<file path="src/rtl/pll_lock_ctrl.sv">
// PLL feedback-divider sequencer and lock detector: arms the divider, then compares
// reference and feedback edge counts over fixed reference windows to declare lock.
module pll_lock_ctrl #(
  parameter int DIV_W     = 4,
  parameter int CNT_W     = 8,
  parameter int WIN_LEN   = 64,
  parameter int TOL       = 1,
  parameter int LOCK_WINS = 4,
  parameter int ARM_CYC   = 16
) (
  input  logic             clk_out,
  input  logic             rst_n,
  input  logic             start,
  input  logic             abort,
  input  logic [DIV_W-1:0] div_cfg,
  input  logic             ref_in,
  input  logic             fb_in,
  output logic             div_rst_n,
  output logic [DIV_W-1:0] div_n,
  output logic             locked,
  output logic             lock_lost,
  output logic             cfg_err,
  output logic [1:0]       state
);

  localparam int ARM_W  = $clog2(ARM_CYC + 1);
  localparam int GOOD_W = $clog2(LOCK_WINS + 1);
  localparam logic [CNT_W-1:0]  CNT_MAX   = {CNT_W{1'b1}};
  localparam logic [CNT_W-1:0]  WIN_LAST  = CNT_W'(WIN_LEN - 1);
  localparam logic [ARM_W-1:0]  ARM_LAST  = ARM_W'(ARM_CYC - 1);
  localparam logic [GOOD_W-1:0] GOOD_LOCK = GOOD_W'(LOCK_WINS);
  localparam logic signed [CNT_W:0] WIN_S = (CNT_W+1)'(WIN_LEN);
  localparam logic signed [CNT_W:0] TOL_S = (CNT_W+1)'(TOL);

  typedef enum logic [1:0] {
    ST_IDLE = 2'd0,
    ST_ARM  = 2'd1,
    ST_MEAS = 2'd2,
    ST_LOCK = 2'd3
  } state_t;

  // Window quality: signed distance of the feedback count from the nominal window length.
  function automatic logic win_good(input logic [CNT_W-1:0] fb_total);
    logic signed [CNT_W:0] diff;
    diff = $signed({1'b0, fb_total}) - WIN_S;
    return (diff <= TOL_S) && (diff >= -TOL_S);
  endfunction

  state_t             state_q, state_d;
  logic [2:0]         ref_sh_q, ref_sh_d, fb_sh_q, fb_sh_d;
  logic [DIV_W-1:0]   div_n_q, div_n_d;
  logic [ARM_W-1:0]   arm_cnt_q, arm_cnt_d;
  logic [CNT_W-1:0]   ref_cnt_q, ref_cnt_d, fb_cnt_q, fb_cnt_d;
  logic [GOOD_W-1:0]  good_wins_q, good_wins_d;
  logic               div_rst_n_q, div_rst_n_d;
  logic               locked_q, locked_d;
  logic               lock_lost_q, lock_lost_d;
  logic               cfg_err_q, cfg_err_d;
  logic               ref_rise, fb_rise, win_end, win_ok;
  logic [CNT_W-1:0]   fb_sum;
  logic [GOOD_W-1:0]  good_inc;

  // Two synchroniser stages plus one edge-detect stage per asynchronous input.
  always_comb begin
    ref_sh_d = {ref_sh_q[1:0], ref_in};
    fb_sh_d  = {fb_sh_q[1:0], fb_in};
    ref_rise = ref_sh_q[1] & ~ref_sh_q[2];
    fb_rise  = fb_sh_q[1] & ~fb_sh_q[2];
    fb_sum   = (fb_rise && (fb_cnt_q != CNT_MAX)) ? fb_cnt_q + CNT_W'(1) : fb_cnt_q;
    win_end  = ref_rise && (ref_cnt_q == WIN_LAST);
    win_ok   = win_good(fb_sum);
    good_inc = (good_wins_q < GOOD_LOCK) ? good_wins_q + GOOD_W'(1) : good_wins_q;
  end

  // Sequencer next state, window bookkeeping and registered-output next values.
  always_comb begin
    state_d     = state_q;
    div_n_d     = div_n_q;
    arm_cnt_d   = arm_cnt_q;
    ref_cnt_d   = ref_cnt_q;
    fb_cnt_d    = fb_cnt_q;
    good_wins_d = good_wins_q;
    cfg_err_d   = 1'b0;
    lock_lost_d = 1'b0;
    if (abort) begin
      state_d = ST_IDLE;
    end else begin
      case (state_q)
        ST_IDLE: begin
          if (start && (div_cfg >= DIV_W'(2))) begin
            div_n_d   = div_cfg;
            arm_cnt_d = '0;
            state_d   = ST_ARM;
          end else begin
            cfg_err_d = start;
          end
        end
        ST_ARM: begin
          if (arm_cnt_q == ARM_LAST) begin
            state_d     = ST_MEAS;
            ref_cnt_d   = '0;
            fb_cnt_d    = '0;
            good_wins_d = '0;
          end else begin
            arm_cnt_d = arm_cnt_q + ARM_W'(1);
          end
        end
        ST_MEAS, ST_LOCK: begin
          if (win_end) begin
            // Edges seen on the closing cycle belong to the window just ending.
            ref_cnt_d = '0;
            fb_cnt_d  = '0;
            if (win_ok) begin
              if (state_q == ST_MEAS) begin
                good_wins_d = good_inc;
                state_d     = (good_inc == GOOD_LOCK) ? ST_LOCK : ST_MEAS;
              end else begin
                state_d = ST_LOCK;
              end
            end else begin
              good_wins_d = '0;
              state_d     = ST_MEAS;
              lock_lost_d = (state_q == ST_LOCK);
            end
          end else begin
            ref_cnt_d = ref_cnt_q + CNT_W'(ref_rise);
            fb_cnt_d  = fb_sum;
          end
        end
        default: begin
          state_d = ST_IDLE;
        end
      endcase
    end
    locked_d    = (state_d == ST_LOCK);
    div_rst_n_d = (state_d == ST_MEAS) || (state_d == ST_LOCK);
  end

  // State, counters, synchronisers and outputs.
  always_ff @(posedge clk_out or negedge rst_n) begin
    if (!rst_n) begin
      state_q     <= ST_IDLE;
      ref_sh_q    <= 3'b000;
      fb_sh_q     <= 3'b000;
      div_n_q     <= '0;
      arm_cnt_q   <= '0;
      ref_cnt_q   <= '0;
      fb_cnt_q    <= '0;
      good_wins_q <= '0;
      div_rst_n_q <= 1'b0;
      locked_q    <= 1'b0;
      lock_lost_q <= 1'b0;
      cfg_err_q   <= 1'b0;
    end else begin
      state_q     <= state_d;
      ref_sh_q    <= ref_sh_d;
      fb_sh_q     <= fb_sh_d;
      div_n_q     <= div_n_d;
      arm_cnt_q   <= arm_cnt_d;
      ref_cnt_q   <= ref_cnt_d;
      fb_cnt_q    <= fb_cnt_d;
      good_wins_q <= good_wins_d;
      div_rst_n_q <= div_rst_n_d;
      locked_q    <= locked_d;
      lock_lost_q <= lock_lost_d;
      cfg_err_q   <= cfg_err_d;
    end
  end

  assign state     = state_q;
  assign div_n     = div_n_q;
  assign div_rst_n = div_rst_n_q;
  assign locked    = locked_q;
  assign lock_lost = lock_lost_q;
  assign cfg_err   = cfg_err_q;

endmodule

</file>
<file path="config.mk">
export PLATFORM = sky130hd
export DESIGN_NAME = pll_lock_ctrl
export DESIGN_NICKNAME = d
export VERILOG_FILES = /design/src/rtl/pll_lock_ctrl.sv
export SDC_FILE = /design/constraint.sdc
export NUM_CORES = 1
export LEC_CHECK = 0
export BUFFER_PORTS_ARGS = -buffer_cell sky130_fd_sc_hd__buf_2
export CAP_MARGIN = 10
export CORE_MARGIN = 2
export CORE_UTILIZATION = 30
export DETAILED_ROUTE_END_ITERATION = 16
export PLACE_DENSITY = 0.52
export SKIP_CTS_REPAIR_TIMING = 1
export SYNTH_ARGS = -nofsm -noshare
export SYNTH_HDL_FRONTEND = slang
export SYNTH_SLANG_ARGS = --single-unit
</file>
<file path="constraint.sdc">
create_clock -name clk_out -period 6.2 [get_ports clk_out]
set_clock_uncertainty 0.15 [all_clocks]
set_input_delay 0.31 -clock clk_out [delete_from_list [all_inputs] [get_ports clk_out]]
set_output_delay 0.31 -clock clk_out [all_outputs]
set_load 0.02 [all_outputs]
</file>
==> run_results.csv <==
group,metric,value,unit
synthesis,ys_seq_area_share,44.25,%
power,pwr-share-comb,11.9,%
floorplanning,coreArea,7292,um2
power,total_leakage_power,0.001128,uW
power,switchingPower,156.8,uW
clocking,cts_tree,"done",
worst_setup_path,path_class,"reg -> reg",
synthesis,yosysMostFrequentCell,"dfrtp_1",
floorplanning,fp.dieW,90.84,um
global_routing,grt-ovfl-total,0,
worst_setup_path,critPathArrivalTime,3.87,ns
cells_and_area,area_delta_synth_final,13.50,%
synthesis,synth_xor_xnor_area_share,3.872,%
synthesis,synthesis.nets,265,
global_routing,antenna_found_initial,0,
sta,finalCriticalPeriod,3.768,ns
drt,drc,0,
drt,ant_nets,0,
floorplanning,die_y,90.84,um
worst_setup_path,path_max_fanout,12,
worst_setup_path,r2r_start,"fb_cnt_q[0]$_DFFE_PN0P_",
cells_and_area,drive_gt1_share,14.07,%
drt,via_per_inst,5.152,
drt,routed_wl,4936,um
run,cap_violations,0,
clocking,htreeDepth,2,
synthesis,synthCells,246,
clocking,cts_sinks,40,
worst_setup_path,path_cells,"ha_1 -> nand3_1 -> o21ai_1 -> or3b_2 -> a211o_1 -> nor3b_1 -> ha_1 -> nor2_1 -> or4b_4 -> a31oi_1 -> and3_1",
sta,finalSetupTns,0,ns
synthesis,synth_top_family_by_area,"simple AND/OR/NAND/NOR gates",
sta,timing.slew.headroom,38.48,%
power,clockPowerShare,38.6,%
worst_setup_path,critPathCaptureType,"flip-flop",
clocking,clock-root-buffer,"clkbuf_8",
synthesis,synth.top_cell.area_share,44.25,%
drt,vias,1865,
power,ir_drop,0.1226,mV
worst_setup_path,cpPeakStageDelay,0.52,ns
worst_setup_path,crit_start,"fb_cnt_q[0]$_DFFE_PN0P_",
floorplanning,rows,31,
sta,rsz0062_at_grt,"no",
drt,wl_per_cell,13.64,um
synthesis,synth-seq-cells,40,
cells_and_area,final_area,2567,um2
floorplanning,dieArea,8251,um2
synthesis,synthTopCellsByArea,"dfrtp_1 (44%), ha_1 (5.0%), nand2_1 (4.8%)",
worst_setup_path,start_kind,"flip-flop",
global_routing,track_usage,12.97,%
cells_and_area,nNetsFinal,281,
synthesis,synthTopCellsByCount,"dfrtp_1 (40), nand2_1 (29), nor2_1 (22)",
run_status,violations,"hold timing",
power,p_int,422.5,uW
clocking,clk_pin_slew,0.09,ns
clocking,cts_buffers,5,
clocking,insertion_delay,0.31,ns
clocking,cts.path.max_buffers,2,
power,switching_share,27.06,%
synthesis,synthAdderAreaFrac,4.978,%
synthesis,synth_cell_types,51,
sta,worst_pin_slew,0.9228,ns
hold_path,hp-class,"in -> async",
global_routing,grt_pass1_vias,1799,
global_routing,grt_max_degree,41,
synthesis,synth-edff-count,0,
synthesis,synth_area,2262,um2
synthesis,synth_compound_area_share,15.65,%
synthesis,synth-warning-count,0,
run_status,status,"finished with violations",
placed_design,postPlaceCellArea,2432,um2
worst_setup_path,cpMostUsedCell,"ha_1",
cells_and_area,n_antenna_cell,0,
synthesis,syn_area_per_cell,9.196,um2
sta,period_share,60.78,%
synthesis,synth_area_leader_cell,"dfrtp_1",
placed_design,dp_hpwl,3444,um
global_routing,grt_pass1_wl,8625,um
cells_and_area,fill_cells,788,
floorplanning,io_pins,20,
worst_setup_path,worstPathRequired,6.30,ns
synthesis,synthMuxAreaShare,1.881,%
synthesis,ys.flop_type,"dfrtp_1",
power,seq_power_share,49.5,%
synthesis,synth-simple-area-share,25.55,%
drt,drtPass1Iterations,4,
power,powerDensity,225.6,nW/um2
sta,setup_viol,0,
synthesis,async_flop_share,100.0,%
sta,hold_slack,-0.004207,ns
floorplanning,initial_core_util,31.02,%
sta,maxSlewViolCount,0,
sta,hold_violations,14,
placed_design,port_buffers,19,
worst_setup_path,cpMaxStageDelayCell,"dfrtp_1",
drt,drtIter0Drc,133,
placed_design,globalplace.congestion,0.8426,
sta,max_freq,0.2654,GHz
[power groups by stage]
stage	clock network [uW]	registers, uW	logic (uW)
4_1_cts	235	287	69.1
3_5_place_dp	0	292	68.6
3_3_place_gp	0	292	68.0
6_report	224	287	68.8
5_1_grt	245	289	79.4
2_1_floorplan	0	296	39.9
[layer usage]
metal	wire (um)	GRT usage, %
met5	0	0
met4	153	6.692
met1	2330	17.00
met3	197	2.588
met2	2254	20.27
[area by class of cell]
type	count	area, um2	area share, %
multi-input cells	184	1175	45.76
well taps	99	123.9	4.825
repair buffers	21	115.1	4.483
flip-flops and latches	40	1001	38.99
inverters	10	37.54	1.462
clock buffers	5	68.82	2.680
clock inverters	3	46.29	1.803
[state kept, by name (all words and copies together), names as in the netlist]
register     count
fb_cnt_q         8
arm_cnt_q        5
div_rst_n        1
state            2
good_wins_q      3
fb_sh_q          3
div_n            4
locked           1
ref_cnt_q        8
cfg_err          1
ref_sh_q         3
lock_lost        1
[worst max-delay path: cells and delay by family, from the launching register on]
kind            cells  cell delay [ns]
fa+ha+maj           2             0.62
compound gates      3             0.77
flops               1             0.52
simple gates        6             1.67
[logic make-up after synthesis]
family,count (synthesis)
simple gates,108
compound gates,54
flops,40
buf+inv,22
xor+xnor,10
fa+ha+maj,9
mux,3
[through the flow]
step / setup WS [ns] / power, uW / hold slack [ns] / std cells / utilization, %
floorplan: 2.828 / 335.9 / -0.1356 / 246 / -
global placement: 2.523 / 360.0 / 0.1816 / 352 / 33.36
detailed placement: 2.462 / 360.6 / 0.1886 / 352 / 33.36
CTS: 2.447 / 591.0 / -0.04885 / 360 / 34.93
global route: 2.124 / 614.1 / 0.01781 / 362 / 35.21
finish: 2.432 / 579.3 / -0.004207 / 362 / 35.21
[layout by cell type (no fill, tap or decap), types with 2 or more instances in the layout]
cell,instances
dfrtp_1,40
nand2_1,29
nor2_1,22
buf_2,19
a21oi_1,12
o21ai_0,11
inv_1,9
nand4_1,9
ha_1,9
nand3_1,8
and3_1,6
xor2_1,6
nor2b_1,5
a31oi_1,5
clkbuf_8,5
xnor2_1,4
and4_1,4
nor3b_1,4
o21ai_1,3
a211oi_1,3
nor3_1,3
o31ai_1,3
nand2b_1,2
mux2i_1,2
nand3b_1,2
o211ai_1,2
a31o_2,2
or3_1,2
nor4_1,2
and2_1,2
a22o_1,2
o22ai_1,2
dlygate4sd3_1,2
[worst paths after layout]
| check | end | slack [ns] | cells after the start |
|---|---|---|---|
| min | ref_cnt_q[0]$_DFFE_PN0P_ | -0.004 | 1 |
| max | lock_lost$_DFF_PN0_ | 2.43 | 11 |
| min in group clk_out | cfg_err$_DFF_PN0_ | 0.04 | 2 |
| max reg2reg | lock_lost$_DFF_PN0_ | 2.43 | 11 |
| max in group asynchronous | cfg_err$_DFF_PN0_ | 5.33 | 1 |
| min reg2reg | ref_sh_q[1]$_DFF_PN0_ | 0.21 | 0 |
Power figures use the tool's default switching activity.
